--- src/rtl/fp_pkg.sv ---
// FP32 field layout, subnormal detection and sequencer state encoding.
// Shared between the block sequencer and the downstream accumulator.
package fp_pkg;

    localparam int FP_SIGN_BIT = 31;
    localparam int FP_EXP_MSB  = 30;
    localparam int FP_EXP_LSB  = 23;
    localparam int FP_FRAC_MSB = 22;

    typedef enum logic [1:0] {
        LOAD  = 2'd0,
        ISSUE = 2'd1,
        DONE  = 2'd2
    } seq_state_t;

    function automatic logic is_subnormal(input logic [31:0] w);
        return (w[FP_EXP_MSB:FP_EXP_LSB] == 8'd0) && (w[FP_FRAC_MSB:0] != 23'd0);
    endfunction

endpackage

--- src/rtl/fp_block_buf.sv ---
// DEPTH x 32 simple dual-port block buffer: synchronous write, registered read.
// Latency: one cycle from rd_en to rd_data; no backpressure, caller owns ordering.
module fp_block_buf #(
    parameter int DEPTH = 64,
    localparam int AW   = $clog2(DEPTH)
) (
    input  logic          clock,
    input  logic          reset,
    input  logic          wr_en,
    input  logic [AW-1:0] wr_addr,
    input  logic [31:0]   wr_data,
    input  logic          rd_en,
    input  logic [AW-1:0] rd_addr,
    output logic [31:0]   rd_data
);

    logic [31:0] mem [DEPTH];

    always_ff @(posedge clock) begin
        if (wr_en) begin
            mem[wr_addr] <= wr_data;
        end
    end

    // The read register doubles as the accumulator's fp_input stage, so it resets.
    always_ff @(posedge clock) begin
        if (reset) begin
            rd_data <= '0;
        end else if (rd_en) begin
            rd_data <= mem[rd_addr];
        end
    end

endmodule

--- src/rtl/fp_block_sequencer.sv ---
// Buffers a host block of FP32 words, then replays it gap-free to the accumulator.
// Latency: first write_en one cycle after the last accept; in_ready low during ISSUE/DONE.
module fp_block_sequencer
    import fp_pkg::*;
#(
    parameter int DEPTH        = 64,
    parameter bit FLUSH_DENORM = 1'b1
) (
    input  logic        clock,
    input  logic        reset,
    input  logic        in_valid,
    output logic        in_ready,
    input  logic [31:0] in_data,
    input  logic        in_last,
    output logic        write_en,
    output logic [31:0] fp_input,
    output logic [7:0]  input_length,
    output logic        block_start,
    output logic        block_done,
    output logic        truncated,
    output logic        flushed
);

    localparam int       AW       = $clog2(DEPTH);
    localparam logic [7:0] DEPTH_M1 = 8'(DEPTH - 1);

    seq_state_t  state;
    logic [7:0]  wr_cnt;
    logic [7:0]  rd_ptr;
    logic        flush_acc;
    logic        accept;
    logic        wr_flush;
    logic [31:0] wr_word;

    assign in_ready = (state == LOAD);
    assign accept   = in_valid && in_ready;
    assign wr_flush = FLUSH_DENORM && is_subnormal(in_data);
    assign wr_word  = wr_flush ? {in_data[FP_SIGN_BIT], 31'b0} : in_data;

    fp_block_buf #(
        .DEPTH (DEPTH)
    ) u_buf (
        .clock   (clock),
        .reset   (reset),
        .wr_en   (accept),
        .wr_addr (wr_cnt[AW-1:0]),
        .wr_data (wr_word),
        .rd_en   (state == ISSUE),
        .rd_addr (rd_ptr[AW-1:0]),
        .rd_data (fp_input)
    );

    always_ff @(posedge clock) begin
        if (reset) begin
            state        <= LOAD;
            wr_cnt       <= '0;
            rd_ptr       <= '0;
            write_en     <= 1'b0;
            input_length <= '0;
            block_start  <= 1'b0;
            block_done   <= 1'b0;
            truncated    <= 1'b0;
            flushed      <= 1'b0;
            flush_acc    <= 1'b0;
        end else begin
            write_en    <= 1'b0;
            block_start <= 1'b0;
            block_done  <= 1'b0;
            case (state)
                LOAD: begin
                    if (accept) begin
                        wr_cnt <= wr_cnt + 8'd1;
                        if (wr_flush) begin
                            flush_acc <= 1'b1;
                        end
                        if (in_last || wr_cnt == DEPTH_M1) begin
                            input_length <= wr_cnt + 8'd1;
                            truncated    <= !in_last;
                            state        <= ISSUE;
                        end
                    end
                end
                ISSUE: begin
                    // fp_input follows from the buffer's read register in the same edge.
                    write_en    <= 1'b1;
                    block_start <= (rd_ptr == 8'd0);
                    rd_ptr      <= rd_ptr + 8'd1;
                    if (rd_ptr == input_length - 8'd1) begin
                        state <= DONE;
                    end
                end
                DONE: begin
                    block_done <= 1'b1;
                    flushed    <= flush_acc;
                    flush_acc  <= 1'b0;
                    wr_cnt     <= '0;
                    rd_ptr     <= '0;
                    state      <= LOAD;
                end
                default: begin
                    state <= LOAD;
                end
            endcase
        end
    end

endmodule
--- config.mk ---
export PLATFORM = sky130hd
export DESIGN_NAME = fp_block_sequencer
export DESIGN_NICKNAME = d
export VERILOG_FILES = /design/src/rtl/fp_pkg.sv /design/src/rtl/fp_block_buf.sv /design/src/rtl/fp_block_sequencer.sv
export SDC_FILE = /design/constraint.sdc
export NUM_CORES = 2
export LEC_CHECK = 0
export ABC_AREA = 1
export CORE_MARGIN = 1
export CORE_UTILIZATION = 50
export CTS_BUF_LIST = sky130_fd_sc_hd__clkbuf_2
export DETAILED_ROUTE_END_ITERATION = 8
export DONT_BUFFER_PORTS = 1
export HOLD_SLACK_MARGIN = 0.06
export PLACE_DENSITY = 0.7
export SLEW_MARGIN = 30
export SYNTH_ARGS = -nofsm -noshare
export SYNTH_HDL_FRONTEND = slang
export SYNTH_SLANG_ARGS = --single-unit
--- constraint.sdc ---
create_clock -name clock -period 5.1 [get_ports clock]
set_input_delay 0.51 -clock clock [delete_from_list [all_inputs] [get_ports clock]]
set_output_delay 0.51 -clock clock [all_outputs]
set_load 0.02 [all_outputs]
==> impl_metrics.toml <==
[power]
p_leak_uw = 0.0346
power_density_nw_per_um2 = 364
vdd_drop_max_mv = 0.282

[clock_network]
insertion_delay_ps = 1860
ctsResizeCount = 0
clockBufferDepth = 4
cts.sinks = 2112
clk_transition_reported_paths_ps = 100
numCtsBuffers = 534
cts_hold_buf = 103
htree_levels = 6
cts_tree = "built"
post_cts_buffers = 0
cts_root_buf = "clkbuf_2"

[route]
drtAntennaViolNets = 0
vias = 61524
route.detailed.drc = 0
routed_via_density = 5.84
first_pass_iters = 6
drtIter0Drc = 9332
wl_um = 259000
wire_per_inst_um = 24.6

[setup_path]
cp.arrival_ps = 5990
required_ps = 6660
worstSetupPathType = "in2reg"
cp_max_fo = 17
start_kind = "primary input"
end_kind = "flop"

[hold_path]
hp-class = "in2reg"

[timing]
period_minus_slack_ps = 4420
tightest_slew_ps = 1320
whs_ps = 203
slew_headroom = 0.118
final-setup-viol-count = 0
finalCritPeriodShare = 0.867
rsz0062_at_grt = "false"
drv_slew = 0
hold_viol = 0
fmax_mhz = 226
skew_ps = 137
fin_tns_setup_ps = 0

[placement]
gp_congestion = 0.931
hpwl_um = 138000
portBuffers = 0

[logic_synthesis]
synth_seq_area_share = 0.729
yosys_warnings = 0
synthesis.area_um2 = 86100
synth_top_area_share = 0.714
synth_nets = 7552
ys_ff_latch = 2112
synth_edf_count = 2048
ys_top_cells_by_area = "edfxtp_1 71%, nor2_1 7.1%, nand2_1 5.8%"
synth-async-reset-ratio = 0
synth_top_area_cell = "edfxtp_1"
syn_inst = 7509
ys.flop_type = "edfxtp_1"
ys_types = 33
avgSynthCellArea_um2 = 11.5

[die]
die_x_um = 417
start_util = 0.506
num_rows = 151
io_pins = 82
dieHeight_um = 417
die-area_um2 = 174000
core-area_um2 = 170000

[global_route]
grtUsageTotal = 0.294
grt_pass1_vias = 58502
grt_antenna_before_repair = 20
grt_max_degree = 177
grt.overflow.total = 0
grt_pass1_wl_um = 375000

[cells_and_area]
drive_gt1_frac = 0.143
nNetsFinal = 7945
synthToLayoutAreaGrowth_pct = 10.9

[outcome]
status = "complete, no violations"

[run]
drv_cap = 0
-- per-stage QoR --
step,cell area [um2],setup WS [ps],cells,utilization,total power [uW]
2_1_floorplan,86100,1840,7509,-,22600
3_3_place_gp,89300,1640,9543,0.524,23700
3_5_place_dp,89400,1630,9549,0.525,23800
4_1_cts,95200,1080,10514,0.559,34700
5_1_grt,95500,861,10533,0.561,36100
6_report,95500,676,10538,0.561,34800
-- state kept, by name, summed over array words and instances (netlist names) --
name           count
u_buf.mem       2048
u_buf.rd_data     32
input_length       8
rd_ptr             8
wr_cnt             8
state              2
block_done         1
block_start        1
flush_acc          1
flushed            1
truncated          1
write_en           1
-- critical path: stages --
cell and delay, ps:
dlygate4sd3_1 540, dlygate4sd3_1 600, inv_1 120, nand4_1 120, nor3_1 220, dlygate4sd3_1 620
nand4_1 140, dlygate4sd3_1 610, nand2_1 510, inv_2 290, buf_4 360, nor2_4 390
dlygate4sd3_1 910
-- kinds of logic after synthesis --
family          after synthesis  share of synthesized area
simple gates               3476                      0.160
flops                      2112                      0.729
compound gates             1151                     0.0712
buf+inv                     756                     0.0379
xor+xnor                      7                   0.000712
fa+ha+maj                     7                    0.00102
-- area by class of cell --
| cell class | count | area (um2) |
|---|---|---|
| Fill cell | 13751 | 74800 |
| Sequential cell | 2112 | 62800 |
| Multi-Input combinational cell | 4641 | 20700 |
| Clock buffer | 771 | 3860 |
| Timing Repair Buffer | 311 | 3480 |
| Tap cell | 2295 | 2870 |
| Inverter | 302 | 1160 |
| Clock inverter | 91 | 542 |
| Antenna cell | 15 | 37.5 |
-- report_power, final --
| part | leakage, uW | total (uW) | switching (uW) | internal, uW |
|---|---|---|---|---|
| Combinational | 0.0122 | 4510 | 3270 | 1240 |
| Clock | 0.00350 | 11000 | 6670 | 4330 |
| Sequential | 0.0189 | 19300 | 156 | 19100 |
| Total | 0.0346 | 34800 | 10100 | 24700 |
-- worst paths after layout --
kind,end,start,cells past startpoint,slack [ps]
max,u_buf.mem[5][14]$_DFFE_PP_,in_data[14],13,680
min,u_buf.mem[27][18]$_DFFE_PP_,in_data[18],4,200
max reg2reg,u_buf.mem[15][25]$_DFFE_PP_,state[0]$_SDFFE_PP0P_,8,880
min reg2reg,state[1]$_SDFFE_PP0P_,state[1]$_SDFFE_PP0P_,2,530
-- metal layers --
| layer | global-route usage | vias up | routed length, um |
|---|---|---|---|
| li1 | - | 27020 | - |
| met2 | 0.438 | 4313 | 115000 |
| met1 | 0.393 | 29445 | 96100 |
| met3 | 0.0838 | 730 | 34800 |
| met5 | 0 | - | 103 |
| met4 | 0.154 | 16 | 13200 |
-- placed cells by master (no fill, tap or decap), types with 4 or more instances in the layout --
cell type         n
a21oi_1         125
a31oi_1           5
buf_12           25
buf_16           31
buf_4           171
bufinv_16         7
clkbuf_2        771
clkinv_1         59
clkinv_2         10
dfxtp_1          59
dfxtp_4           4
diode_2          15
dlygate4sd3_1    83
edfxtp_1       2048
ha_1              6
inv_1           289
inv_2            22
nand2_1        1337
nand3_1         445
nand3b_1          4
nand4_1          16
nor2_1         1536
nor2_4           88
nor3_1            7
o211ai_1        135
o21ai_0         764
o21ai_1         101
o22ai_1          19
or2_2            33
xnor2_1           4
-- synth_stat cells, types with 2 or more instances --
cell type / instances
buf_1: 65
edfxtp_1: 2048
nor2_1: 1623
nor3_1: 7
dfxtp_1: 64
clkinv_1: 5
buf_2: 157
inv_2: 4
a21oi_1: 125
o22ai_1: 19
nand3_1: 447
and3_1: 3
a31oi_1: 5
clkbuf_1: 181
o211ai_1: 135
nand3b_1: 4
xor2_1: 3
nor4_1: 2
inv_1: 293
buf_6: 10
or2_2: 33
buf_4: 41
nand2_1: 1337
xnor2_1: 4
o21ai_1: 101
nor2_2: 2
ha_1: 7
nand4_1: 16
o21ai_0: 764
No activity file was read; power rests on OpenSTA's default activity.
